==> src/rtl/fetch_pkg.sv <==
// ============================================================================
// Module   : fetch_pkg
// Purpose  : Shared widths, reset constants and enums for the fetch stage.
// Revision : 1.0 - initial release
// ============================================================================
`default_nettype none

package fetch_pkg;

    localparam int ADDR_W  = 9;
    localparam int INSTR_W = 32;

    localparam logic [INSTR_W-1:0] NOP_INSTR = 32'h0000_0000;
    localparam logic [ADDR_W-1:0]  RESET_PC  = 9'h000;

    typedef enum logic [1:0] {
        BOOT = 2'd0,
        RUN  = 2'd1,
        HOLD = 2'd2
    } fetch_state_t;

    typedef enum logic [1:0] {
        PC_HOLD   = 2'd0,
        PC_INC    = 2'd1,
        PC_TARGET = 2'd2
    } pc_sel_t;

    function automatic logic [ADDR_W-1:0] word_align(input logic [ADDR_W-1:0] addr);
        return {addr[ADDR_W-1:2], 2'b00};
    endfunction

endpackage

`default_nettype wire

==> src/rtl/pc_register.sv <==
// ============================================================================
// Module   : pc_register
// Purpose  : Program counter with next-PC select (hold / +4 / aligned target).
// Revision : 1.0 - initial release
// ============================================================================
`default_nettype none

module pc_register
    import fetch_pkg::*;
(
    input  logic              clk,
    input  logic              rst_n,
    input  pc_sel_t           pc_sel_i,
    input  logic [ADDR_W-1:0] target_i,
    output logic [ADDR_W-1:0] pc_o
);

    logic [ADDR_W-1:0] pc_q;
    logic [ADDR_W-1:0] pc_d;

    // The +4 is left to wrap at the address width; no overflow is reported.
    always_comb begin
        pc_d = pc_q;
        case (pc_sel_i)
            PC_INC:    pc_d = pc_q + ADDR_W'(4);
            PC_TARGET: pc_d = word_align(target_i);
            default:   pc_d = pc_q;
        endcase
    end

    always_ff @(posedge clk or negedge rst_n) begin
        if (!rst_n) begin
            pc_q <= RESET_PC;
        end else begin
            pc_q <= pc_d;
        end
    end

    assign pc_o = pc_q;

endmodule

`default_nettype wire

==> src/rtl/fetch_stage.sv <==
// ============================================================================
// Module   : fetch_stage
// Purpose  : Instruction fetch with stall/branch handling and IF/ID register.
//            Optional perf counters when FETCH_PERF_EN is defined.
// Revision : 1.0 - initial release
// ============================================================================
`default_nettype none

module fetch_stage
    import fetch_pkg::*;
(
    input  logic               clk,
    input  logic               rst_n,
    output logic [ADDR_W-1:0]  imem_addr,
    input  logic [INSTR_W-1:0] imem_instr,
    input  logic               stall,
    input  logic               branch_taken,
    input  logic [ADDR_W-1:0]  branch_target,
    output logic               if_id_valid,
    output logic [INSTR_W-1:0] if_id_instr,
    output logic [ADDR_W-1:0]  if_id_pc,
    output logic [ADDR_W-1:0]  if_id_pc_plus4,
    output logic [1:0]         fetch_state
`ifdef FETCH_PERF_EN
    ,
    output logic [15:0]        perf_fetched,
    output logic [15:0]        perf_bubbles
`endif
);

    fetch_state_t       state_q, state_d;
    pc_sel_t            pc_sel;
    logic               capture;
    logic               flush;
    logic [ADDR_W-1:0]  pc;

    logic               valid_q;
    logic [INSTR_W-1:0] instr_q;
    logic [ADDR_W-1:0]  ifpc_q;
    logic [ADDR_W-1:0]  ifpc4_q;

    pc_register u_pc (
        .clk      (clk),
        .rst_n    (rst_n),
        .pc_sel_i (pc_sel),
        .target_i (branch_target),
        .pc_o     (pc)
    );

    assign imem_addr = pc;

    always_ff @(posedge clk or negedge rst_n) begin
        if (!rst_n) begin
            state_q <= BOOT;
        end else begin
            state_q <= state_d;
        end
    end

    // Branch outranks stall; BOOT ignores both.
    always_comb begin
        state_d = state_q;
        pc_sel  = PC_HOLD;
        capture = 1'b0;
        flush   = 1'b0;
        case (state_q)
            BOOT: state_d = RUN;
            RUN, HOLD: begin
                if (branch_taken) begin
                    flush   = 1'b1;
                    pc_sel  = PC_TARGET;
                    state_d = RUN;
                end else if (stall) begin
                    state_d = HOLD;
                end else begin
                    capture = 1'b1;
                    pc_sel  = PC_INC;
                    state_d = RUN;
                end
            end
            default: state_d = BOOT;
        endcase
    end

    always_ff @(posedge clk or negedge rst_n) begin
        if (!rst_n) begin
            valid_q <= 1'b0;
            instr_q <= NOP_INSTR;
            ifpc_q  <= '0;
            ifpc4_q <= '0;
        end else if (flush) begin
            valid_q <= 1'b0;
            instr_q <= NOP_INSTR;
        end else if (capture) begin
            valid_q <= 1'b1;
            instr_q <= imem_instr;
            ifpc_q  <= pc;
            ifpc4_q <= pc + ADDR_W'(4);
        end
    end

    assign if_id_valid    = valid_q;
    assign if_id_instr    = instr_q;
    assign if_id_pc       = ifpc_q;
    assign if_id_pc_plus4 = ifpc4_q;
    assign fetch_state    = state_q;

`ifdef FETCH_PERF_EN
    logic [15:0] fetched_q;
    logic [15:0] bubbles_q;
    logic        active;

    assign active = (state_q == RUN) || (state_q == HOLD);

    always_ff @(posedge clk or negedge rst_n) begin
        if (!rst_n) begin
            fetched_q <= '0;
            bubbles_q <= '0;
        end else begin
            if (capture && (fetched_q != 16'hFFFF)) begin
                fetched_q <= fetched_q + 16'd1;
            end
            if (active && !capture && (bubbles_q != 16'hFFFF)) begin
                bubbles_q <= bubbles_q + 16'd1;
            end
        end
    end

    assign perf_fetched = fetched_q;
    assign perf_bubbles = bubbles_q;
`endif

endmodule

`default_nettype wire

==> config.mk <==
export PLATFORM = sky130hd
export DESIGN_NAME = fetch_stage
export DESIGN_NICKNAME = d
export VERILOG_FILES = /design/src/rtl/fetch_pkg.sv /design/src/rtl/pc_register.sv /design/src/rtl/fetch_stage.sv
export SDC_FILE = /design/constraint.sdc
export NUM_CORES = 1
export LEC_CHECK = 0
export CAP_MARGIN = 20
export CORE_ASPECT_RATIO = 0.7
export CORE_UTILIZATION = 44
export CTS_CLUSTER_DIAMETER = 30
export DETAILED_ROUTE_END_ITERATION = 10
export PLACE_DENSITY = 0.91
export RECOVER_POWER = 50
export SLEW_MARGIN = 20
export SYNTH_ARGS = -nofsm -noshare
export SYNTH_HDL_FRONTEND = slang
export SYNTH_SLANG_ARGS = --single-unit
==> constraint.sdc <==
create_clock -name clk -period 4.6 [get_ports clk]
set_clock_uncertainty 0.15 [all_clocks]
set_input_delay 1.38 -clock clk [delete_from_list [all_inputs] [get_ports clk]]
set_output_delay 1.38 -clock clk [all_outputs]
set_load 0.02 [all_outputs]
==> results.cfg, run 1 <==
[clock_network]
hold_buffers = 0
postCtsSetupRepairBufs = 0
cts_tree = yes
clkLatencyLatePin_ns = 0.30
htree_levels = 2
cts-resized-gates = 0
clk_transition_reported_paths_ns = 0.09
cts_buffer_depth = 2
clock_sinks = 56
root_buffer = clkbuf_8
numCtsBuffers = 5

[die]
die_height_um = 63.2
coreArea_mm2 = 0.00497
initial_core_util = 0.475
pin_count = 107
die_w_um = 89.5
num_rows = 21
dieArea_mm2 = 0.00566

[timing]
setup_viol = 0
rsz0062_at_grt = no
period_minus_slack_ns = 3.42
finalMaxSlewViolations = 32
fin_tns_setup_ns = 0
worst_pin_slew_ns = 1.56
slew_headroom = -0.0373
hold_violations = 0
hold-worst-slack_ns = 0.328
fin_crit_sh = 0.743
max_freq_mhz = 292

[synthesis]
ys_seq_elements = 56
synth.most_common_cell = dfrtp_1
syn_area_mm2 = 0.00236
synth_area_leaders = dfrtp_1, a22o_1, nand2_1, clkbuf_1, buf_4
avgSynthCellArea_um2 = 11.2
synth_cells = 211
synth_ff_type = dfrtp_1
synth-edff-count = 0
yosys_warnings = 0
synthArstFlopShare = 1.00
synth_cell_types = 32
yosys-top-cells-count = dfrtp_1, nand2_1, a22o_1, clkbuf_1
synth.largest_area_cell = dfrtp_1
netlist.area_leader.share = 0.594
ys_seq_area_frac = 0.594

[detailed_routing]
vias = 1933
drt_pass1_iterations = 4
drc = 0
viasPerCell = 5.18
dr.first_iter.drc_count = 81
finalWirelength_um = 5380
wl_per_cell_um = 14.4
ant_nets = 0

[global_route]
gr-usage-all-layers = 0.214
grt_pass1_vias = 1919
grt_max_degree = 34
overflow = 0
grt_pass1_wl_um = 9180
antenna_found_initial = 0

[critical_path]
worstSetupStartpointType = input pin
ff2ff_path_depth = 5
cp-end-kind = flip-flop
path_class = in -> reg
arrival_ns = 3.49
cp_max_fo = 19
required_ns = 4.67

[status]
violations = max-capacitance violations, max-slew violations
status = finished with violations

[power_and_ir_drop]
powerDensity_mw_per_mm2 = 657
p_leak_nw = 1.58
ir_worst_vdd_v = 0.000318

[final_layout]
multi_input_area_um2 = 841
regArea_mm2 = 0.00140
area_growth_pct = 46.1
fill_cells = 372
drive_gt1_frac = 0.0461
insertedDiodeCount = 0
fin_nets = 351

[job]
cap_violations = 1

[placed_design]
hpwlAfterDp_um = 3960
port-buffer-count = 98
gp_congestion = 0.814

[min_path]
hold_class = reg -> reg
holdPathStages = 2
==> logic make-up after synthesis <==
kind of cell,Yosys count,synth area share
AND/OR/NAND/NOR,62,0.124
other,1,0.00159
flip-flops,56,0.594
XOR/XNOR,3,0.0111
AO/OA/AOI/OAI,59,0.194
buffers and inverters,27,0.0589
adder cells (fa/ha/maj),3,0.0159
==> critical path, stage by stage <==
cell           delay, ns
dlygate4sd3_1       0.70
or3b_1              0.69
or4_4               0.61
o2111ai_1           0.11
==> power breakdown <==
part	internal, mW	switching, mW
combinational	0.536	0.594
clock	0.123	0.154
sequential	0.695	0.160
total	1.35	0.908
==> registers in the layout, indices dropped and copies added, names as in the netlist <==
signal          cells
if_id_valid         1
if_id_pc_plus4      7
u_pc.pc_o           7
if_id_pc            7
if_id_instr        32
fetch_state         2
==> per-stage QoR <==
step	total power [mW]	setup WS [ns]	instances	util	area (um2)
floorplan	1.48	1.78	216	-	2380
global placement	2.01	0.948	365	0.675	3350
detailed placement	2.03	0.935	365	0.675	3350
CTS	2.32	1.25	373	0.695	3450
global route	2.43	1.07	373	0.694	3440
finish	2.26	1.18	373	0.694	3440
==> final timing paths <==
path,to,startpoint,slack [ns]
worst min-delay path,if_id_pc[8]$_DFFE_PN0P_,if_id_pc[8]$_DFFE_PN0P_,0.33
worst max register to register,u_pc.pc_o[7]$_DFFE_PN0P_,fetch_state[1]$_DFF_PN0_,1.91
worst max-delay path,u_pc.pc_o[7]$_DFFE_PN0P_,branch_taken,1.18
max in group asynchronous,u_pc.pc_o[5]$_DFFE_PN0P_,rst_n,1.92
worst min register to register,if_id_pc[8]$_DFFE_PN0P_,if_id_pc[8]$_DFFE_PN0P_,0.33
min in group asynchronous,if_id_pc_plus4[6]$_DFFE_PN0P_,rst_n,1.30
==> cell type report <==
type,count,share of cell area
tap,69,0.0251
timing repair buffer,102,0.291
sequential,56,0.407
multi-input combinational,133,0.244
clock buffer,6,0.0240
clock inverter,2,0.00400
inverter,5,0.00545
==> layout by cell type, fill, tap and decap left out, drive strengths merged, types with 2 or more instances in the layout <==
| cell type | count |
|---|---|
| a22o | 34 |
| a21boi | 2 |
| nand3 | 3 |
| or3 | 3 |
| xnor2 | 3 |
| nor2 | 6 |
| and4 | 2 |
| nor3 | 2 |
| o311ai | 3 |
| and3 | 2 |
| a21oi | 7 |
| conb | 6 |
| ha | 3 |
| nand2b | 2 |
| o31ai | 2 |
| clkdlybuf4s50 | 75 |
| clkbuf | 8 |
| nand2 | 35 |
| dlygate4sd3 | 22 |
| buf | 3 |
| inv | 6 |
| nor4 | 2 |
| dfrtp | 56 |
| o21ai | 7 |
==> per-layer routing <==
metal	part of all wire	track usage	up-vias
met1	0.47	0.296	920
met5	0	0	-
met3	0.089	0.0773	6
met2	0.44	0.323	86
li1	-	-	921
met4	0.0067	0.0456	0
Power figures use the tool's default switching activity.
==> inputs of run 2 (changes only) <==
--- a/config.mk
+++ b/config.mk
@@ -7,10 +7,10 @@
 export LEC_CHECK = 0
 export CAP_MARGIN = 20
 export CORE_ASPECT_RATIO = 0.7
-export CORE_UTILIZATION = 44
+export CORE_UTILIZATION = 37
 export CTS_CLUSTER_DIAMETER = 30
 export DETAILED_ROUTE_END_ITERATION = 10
-export PLACE_DENSITY = 0.91
+export PLACE_DENSITY = 0.83
 export RECOVER_POWER = 50
 export SLEW_MARGIN = 20
 export SYNTH_ARGS = -nofsm -noshare
==> constraint.sdc (replaced) <==
create_clock -name clk -period 3.13 [get_ports clk]
set_clock_uncertainty 0.15 [all_clocks]
set_input_delay 0.939 -clock clk [delete_from_list [all_inputs] [get_ports clk]]
set_output_delay 0.939 -clock clk [all_outputs]
set_load 0.02 [all_outputs]
==> run 2 against run 1 <==
The flow still finishes with violations (max-capacitance violations, max-slew violations). Sequential share of layout area down 0.73 points. Register-to-register slack worse by 0.86 ns. Sequential power up 47%. Count of clock-buffer cells in the layout unchanged. Combinational power up 53%. Final cell count up 2.7%. Hold slack better by 0.0087 ns. Sequential cell count unchanged. Via count up 1.9%. Non-clock buffer count up 4. Critical path type is now reg -> out. Largest power group unchanged.
==> results.cfg, run 2 (synthesis results as in run 1) <==
[power_and_ir_drop]
p_total_mw = 3.49
p_leak_nw = 1.56
ir_worst_vdd_v = 0.000397
powerDensity_mw_per_mm2 = 995

[min_path]
hold_class = reg -> reg

[clock_network]
clock_sinks = 56
cts-resized-gates = 0
root_buffer = clkbuf_8
clk_transition_reported_paths_ns = 0.10
htree_levels = 2
cts_buffer_depth = 2
clkLatencyLatePin_ns = 0.31
cts_tree = yes
postCtsSetupRepairBufs = 0
hold_buffers = 0
numCtsBuffers = 5

[critical_path]
required_ns = 2.04
crit_buf_inv = 1
path_class = reg -> out
arrival_ns = 1.52
worstSetupStartpointType = flip-flop
critPathMaxStageDelay_ns = 0.68
cp_max_fo = 9
cp_top_family = buffers and inverters
path_cells = clkdlybuf4s50_1
cp-end-kind = output pin
crit_slowest_cell = clkdlybuf4s50_1

[detailed_routing]
ant_nets = 0
dr.first_iter.drc_count = 67
finalWirelength_um = 5830
drt_pass1_iterations = 4
drc = 0
vias = 1969
wl_per_cell_um = 15.2
viasPerCell = 5.14

[die]
die_height_um = 68.8
num_rows = 23
dieArea_mm2 = 0.00670
die_w_um = 97.4
initial_core_util = 0.398
coreArea_mm2 = 0.00593
pin_count = 107

[timing]
rsz0062_at_grt = no
finalMaxSlewViolations = 27
hold-worst-slack_ns = 0.337
worst_pin_slew_ns = 1.52
fin_tns_setup_ns = 0
hold_violations = 0
setup_ws_ns = 0.522
period_minus_slack_ns = 2.61
slew_headroom = -0.0109
setup_viol = 0
fin_crit_sh = 0.833
max_freq_mhz = 383

[final_layout]
final_cells = 383
area_growth_pct = 48.8
drive_gt1_frac = 0.0487
layout_commonest_cell = clkdlybuf4s50_1
final_cell_mix = clkdlybuf4s50_1, dfrtp_1, nand2_1, a22o_1
final_core_util = 0.592
fin_nets = 355
insertedDiodeCount = 0
finish.instance_area_mm2 = 0.00351
largest_register_ffs = 32

[status]
violations = max-capacitance violations, max-slew violations
status = finished with violations

[global_route]
grt_pass1_vias = 1942
grt_pass1_wl_um = 9650
antenna_found_initial = 0
gr-usage-all-layers = 0.187
grt_max_degree = 43
overflow = 0

[job]
cap_violations = 1

[placed_design]
dp.cells = 375
gp_congestion = 0.822
post-place-ws_ns = 0.430
port-buffer-count = 98
placed_area_mm2 = 0.00340
hpwlAfterDp_um = 4310
run 2: final cells by class:
cell class                 count  area [um2]
tap                           75        93.8
multi-input combinational    133         836
timing repair buffer         106        1040
clock buffer                   6        82.6
sequential                    56        1400
inverter                       5        18.8
fill                         503        2420
clock inverter                 2        38.8
run 2: path summary, 6_finish.rpt:
kind,start,to,slack (ns),cells past startpoint
max,u_pc.pc_o[5]$_DFFE_PN0P_,imem_addr[5],0.52,1
min,if_id_pc[3]$_DFFE_PN0P_,if_id_pc[3]$_DFFE_PN0P_,0.34,2
max reg2reg,fetch_state[0]$_DFF_PN0_,if_id_pc_plus4[5]$_DFFE_PN0P_,1.05,5
min reg2reg,if_id_pc[3]$_DFFE_PN0P_,if_id_pc[3]$_DFFE_PN0P_,0.34,2
max in group asynchronous,rst_n,u_pc.pc_o[6]$_DFFE_PN0P_,1.12,1
min in group asynchronous,rst_n,u_pc.pc_o[5]$_DFFE_PN0P_,0.83,1
run 2: layer usage:
layer / global-route usage / part of all wire / vias to the layer above
li1: - / - / 927
met2: 0.285 / 0.45 / 83
met1: 0.251 / 0.45 / 954
met3: 0.0665 / 0.085 / 5
met5: 0 / 0 / -
met4: 0.0588 / 0.0070 / 0
run 2: tightest hold or removal path: cells and delay by family, from the launching register on:
family | cells | cell delay [ns]
DFF | 1 | 0.35
and+or+nand+nor | 2 | 0.11
run 2: power by group:
part | internal (mW) | leakage (nW) | total (mW) | switching [mW]
clock network | 0.262 | 0.0614 | 0.497 | 0.236
registers | 1.02 | 0.725 | 1.26 | 0.239
logic | 0.837 | 0.773 | 1.73 | 0.894
==> inputs of run 3 (changes only) <==
==> constraint.sdc (replaced) <==
create_clock -name clk -period 2.3 [get_ports clk]
set_clock_uncertainty 0.15 [all_clocks]
set_input_delay 0.69 -clock clk [delete_from_list [all_inputs] [get_ports clk]]
set_output_delay 0.69 -clock clk [all_outputs]
set_load 0.02 [all_outputs]
==> run 3 against run 2 <==
The flow now finishes without violations. Critical path depth unchanged. Sequential power rose by 33%. Largest cell class unchanged. Clock power rose by 6.2%. Largest power group unchanged. Highest routed layer is now met3.
==> results.cfg, run 3 (synthesis results as in run 1) <==
[status]
status = finished clean

[die]
die_w_um = 97.4
pin_count = 107
num_rows = 23
coreArea_mm2 = 0.00593
dieArea_mm2 = 0.00670
die_height_um = 68.8
initial_core_util = 0.398

[placed_design]
hpwlAfterDp_um = 4260
port-buffer-count = 98
dp.cells = 379
gp_congestion = 0.818

[final_layout]
final_cell_mix = clkdlybuf4s50_1, dfrtp_1, nand2_1, a22o_1
fin_nets = 359
drive_gt1_frac = 0.0673
fill_cells = 506
largest_register_ffs = 32
layout_commonest_cell = clkdlybuf4s50_1
area_growth_pct = 48.8
final_cells = 387
insertedDiodeCount = 0
final_core_util = 0.592

[clock_network]
cts-resized-gates = 1
clkLatencyLatePin_ns = 0.30
numCtsBuffers = 5
root_buffer = clkbuf_8
cts_tree = yes
cts_buffer_depth = 2
htree_levels = 2
clk_transition_reported_paths_ns = 0.10
postCtsSetupRepairBufs = 0
hold_buffers = 0
clock_sinks = 56

[detailed_routing]
dr.first_iter.drc_count = 110
finalWirelength_um = 5890
drt_pass1_iterations = 4
drc = 0
vias = 1965
wl_per_cell_um = 15.2
ant_nets = 0
viasPerCell = 5.08

[timing]
fin_tns_setup_ns = 0
worst_pin_slew_ns = 1.37
setup_viol = 0
hold-worst-slack_ns = 0.334
hold_violations = 0
fin_crit_sh = 0.975
finalMaxSlewViolations = 0
rsz0062_at_grt = no
slew_headroom = 0.0883
max_freq_mhz = 446
period_minus_slack_ns = 2.24

[min_path]
min_to = if_id_pc[6]$_DFFE_PN0P_
hold_class = reg -> reg
min_from = if_id_pc[6]$_DFFE_PN0P_
holdPathStages = 2

[critical_path]
arrival_ns = 1.40
cp-end-kind = output pin
ff2ff_path_depth = 7
cp_max_fo = 7
rr_endpoint = if_id_pc_plus4[7]$_DFFE_PN0P_
regToRegSetupSlack_ns = 0.22
crit_slowest_cell = clkdlybuf4s50_1
worstSetupStartpointType = flip-flop
critPathMaxStageDelay_ns = 0.64
crit_buf_inv = 1
cp_top_family = buffers and inverters
required_ns = 1.46
r2r-start = fetch_state[0]$_DFF_PN0_
path_cells = clkdlybuf4s50_1
path_class = reg -> out

[global_route]
antenna_found_initial = 0
grt_pass1_wl_um = 9290
overflow = 0
gr-usage-all-layers = 0.179
grt_pass1_vias = 1863
grt_max_degree = 57

[job]
cap_violations = 0

[power_and_ir_drop]
powerDensity_mw_per_mm2 = 1330
ir_worst_vdd_v = 0.000619
p_leak_nw = 1.57
[run 3: changes by cell type in the layout (fill, tap and decap cells not counted)]
cell	previous run	this run
buf_2	0	1
buf_4	4	7
bufinv_16	1	0
clkbuf_1	4	2
clkbuf_2	0	2
clkbuf_4	0	1
clkbuf_8	6	5
clkinvlp_4	0	1
dlygate4sd2_1	0	1
dlygate4sd3_1	1	0
[run 3: power by group]
group | switching (mW) | leakage [nW] | internal (mW)
registers | 0.281 | 0.725 | 1.39
clock network | 0.310 | 0.0414 | 0.217
logic | 1.27 | 0.804 | 1.20
[run 3: worst min-delay path, delay by kind of cell, from the launching register on]
family           cells  cell delay [ns]
DFF                  1             0.35
and+or+nand+nor      2             0.10
[run 3: per-stage QoR]
step	setup slack (ns)	cell area [um2]	power [mW]
2_1_floorplan	0.163	2380	2.96
3_3_place_gp	-0.125	3460	4.13
3_5_place_dp	-0.119	3460	4.20
6_report	0.0569	3510	4.67
4_1_cts	0.0471	3550	4.75
5_1_grt	0.00521	3510	4.99
[run 3: worst max-delay path by stage]
stage,startpoint,to,slack (ns),cells after the start
final,u_pc.pc_o[8]$_DFFE_PN0P_,imem_addr[8],0.06,1
after global routing,u_pc.pc_o[8]$_DFFE_PN0P_,imem_addr[8],0.005,1
after CTS,u_pc.pc_o[8]$_DFFE_PN0P_,imem_addr[8],0.05,1
after detailed placement,branch_taken,u_pc.pc_o[7]$_DFFE_PN0P_,-0.12,4
after global placement,branch_taken,u_pc.pc_o[7]$_DFFE_PN0P_,-0.12,4
after floorplan,fetch_state[0]$_DFF_PN0_,u_pc.pc_o[7]$_DFFE_PN0P_,0.16,6
[run 3: per-layer routing]
layer / GRT usage / share of wire
met5: 0 / 0
met4: 0.0386 / 0
met3: 0.0655 / 0.084
met2: 0.281 / 0.45
met1: 0.242 / 0.46
[run 3: cell type report]
cell class	count	area [um2]	share of cell area
repair buffers	110	1070	0.305
flip-flops and latches	56	1400	0.400
clock buffers	6	72.6	0.0207
well taps	75	93.8	0.0268
inverters	5	18.8	0.00535
clock inverters	2	16.3	0.00464
multi-input cells	133	836	0.238
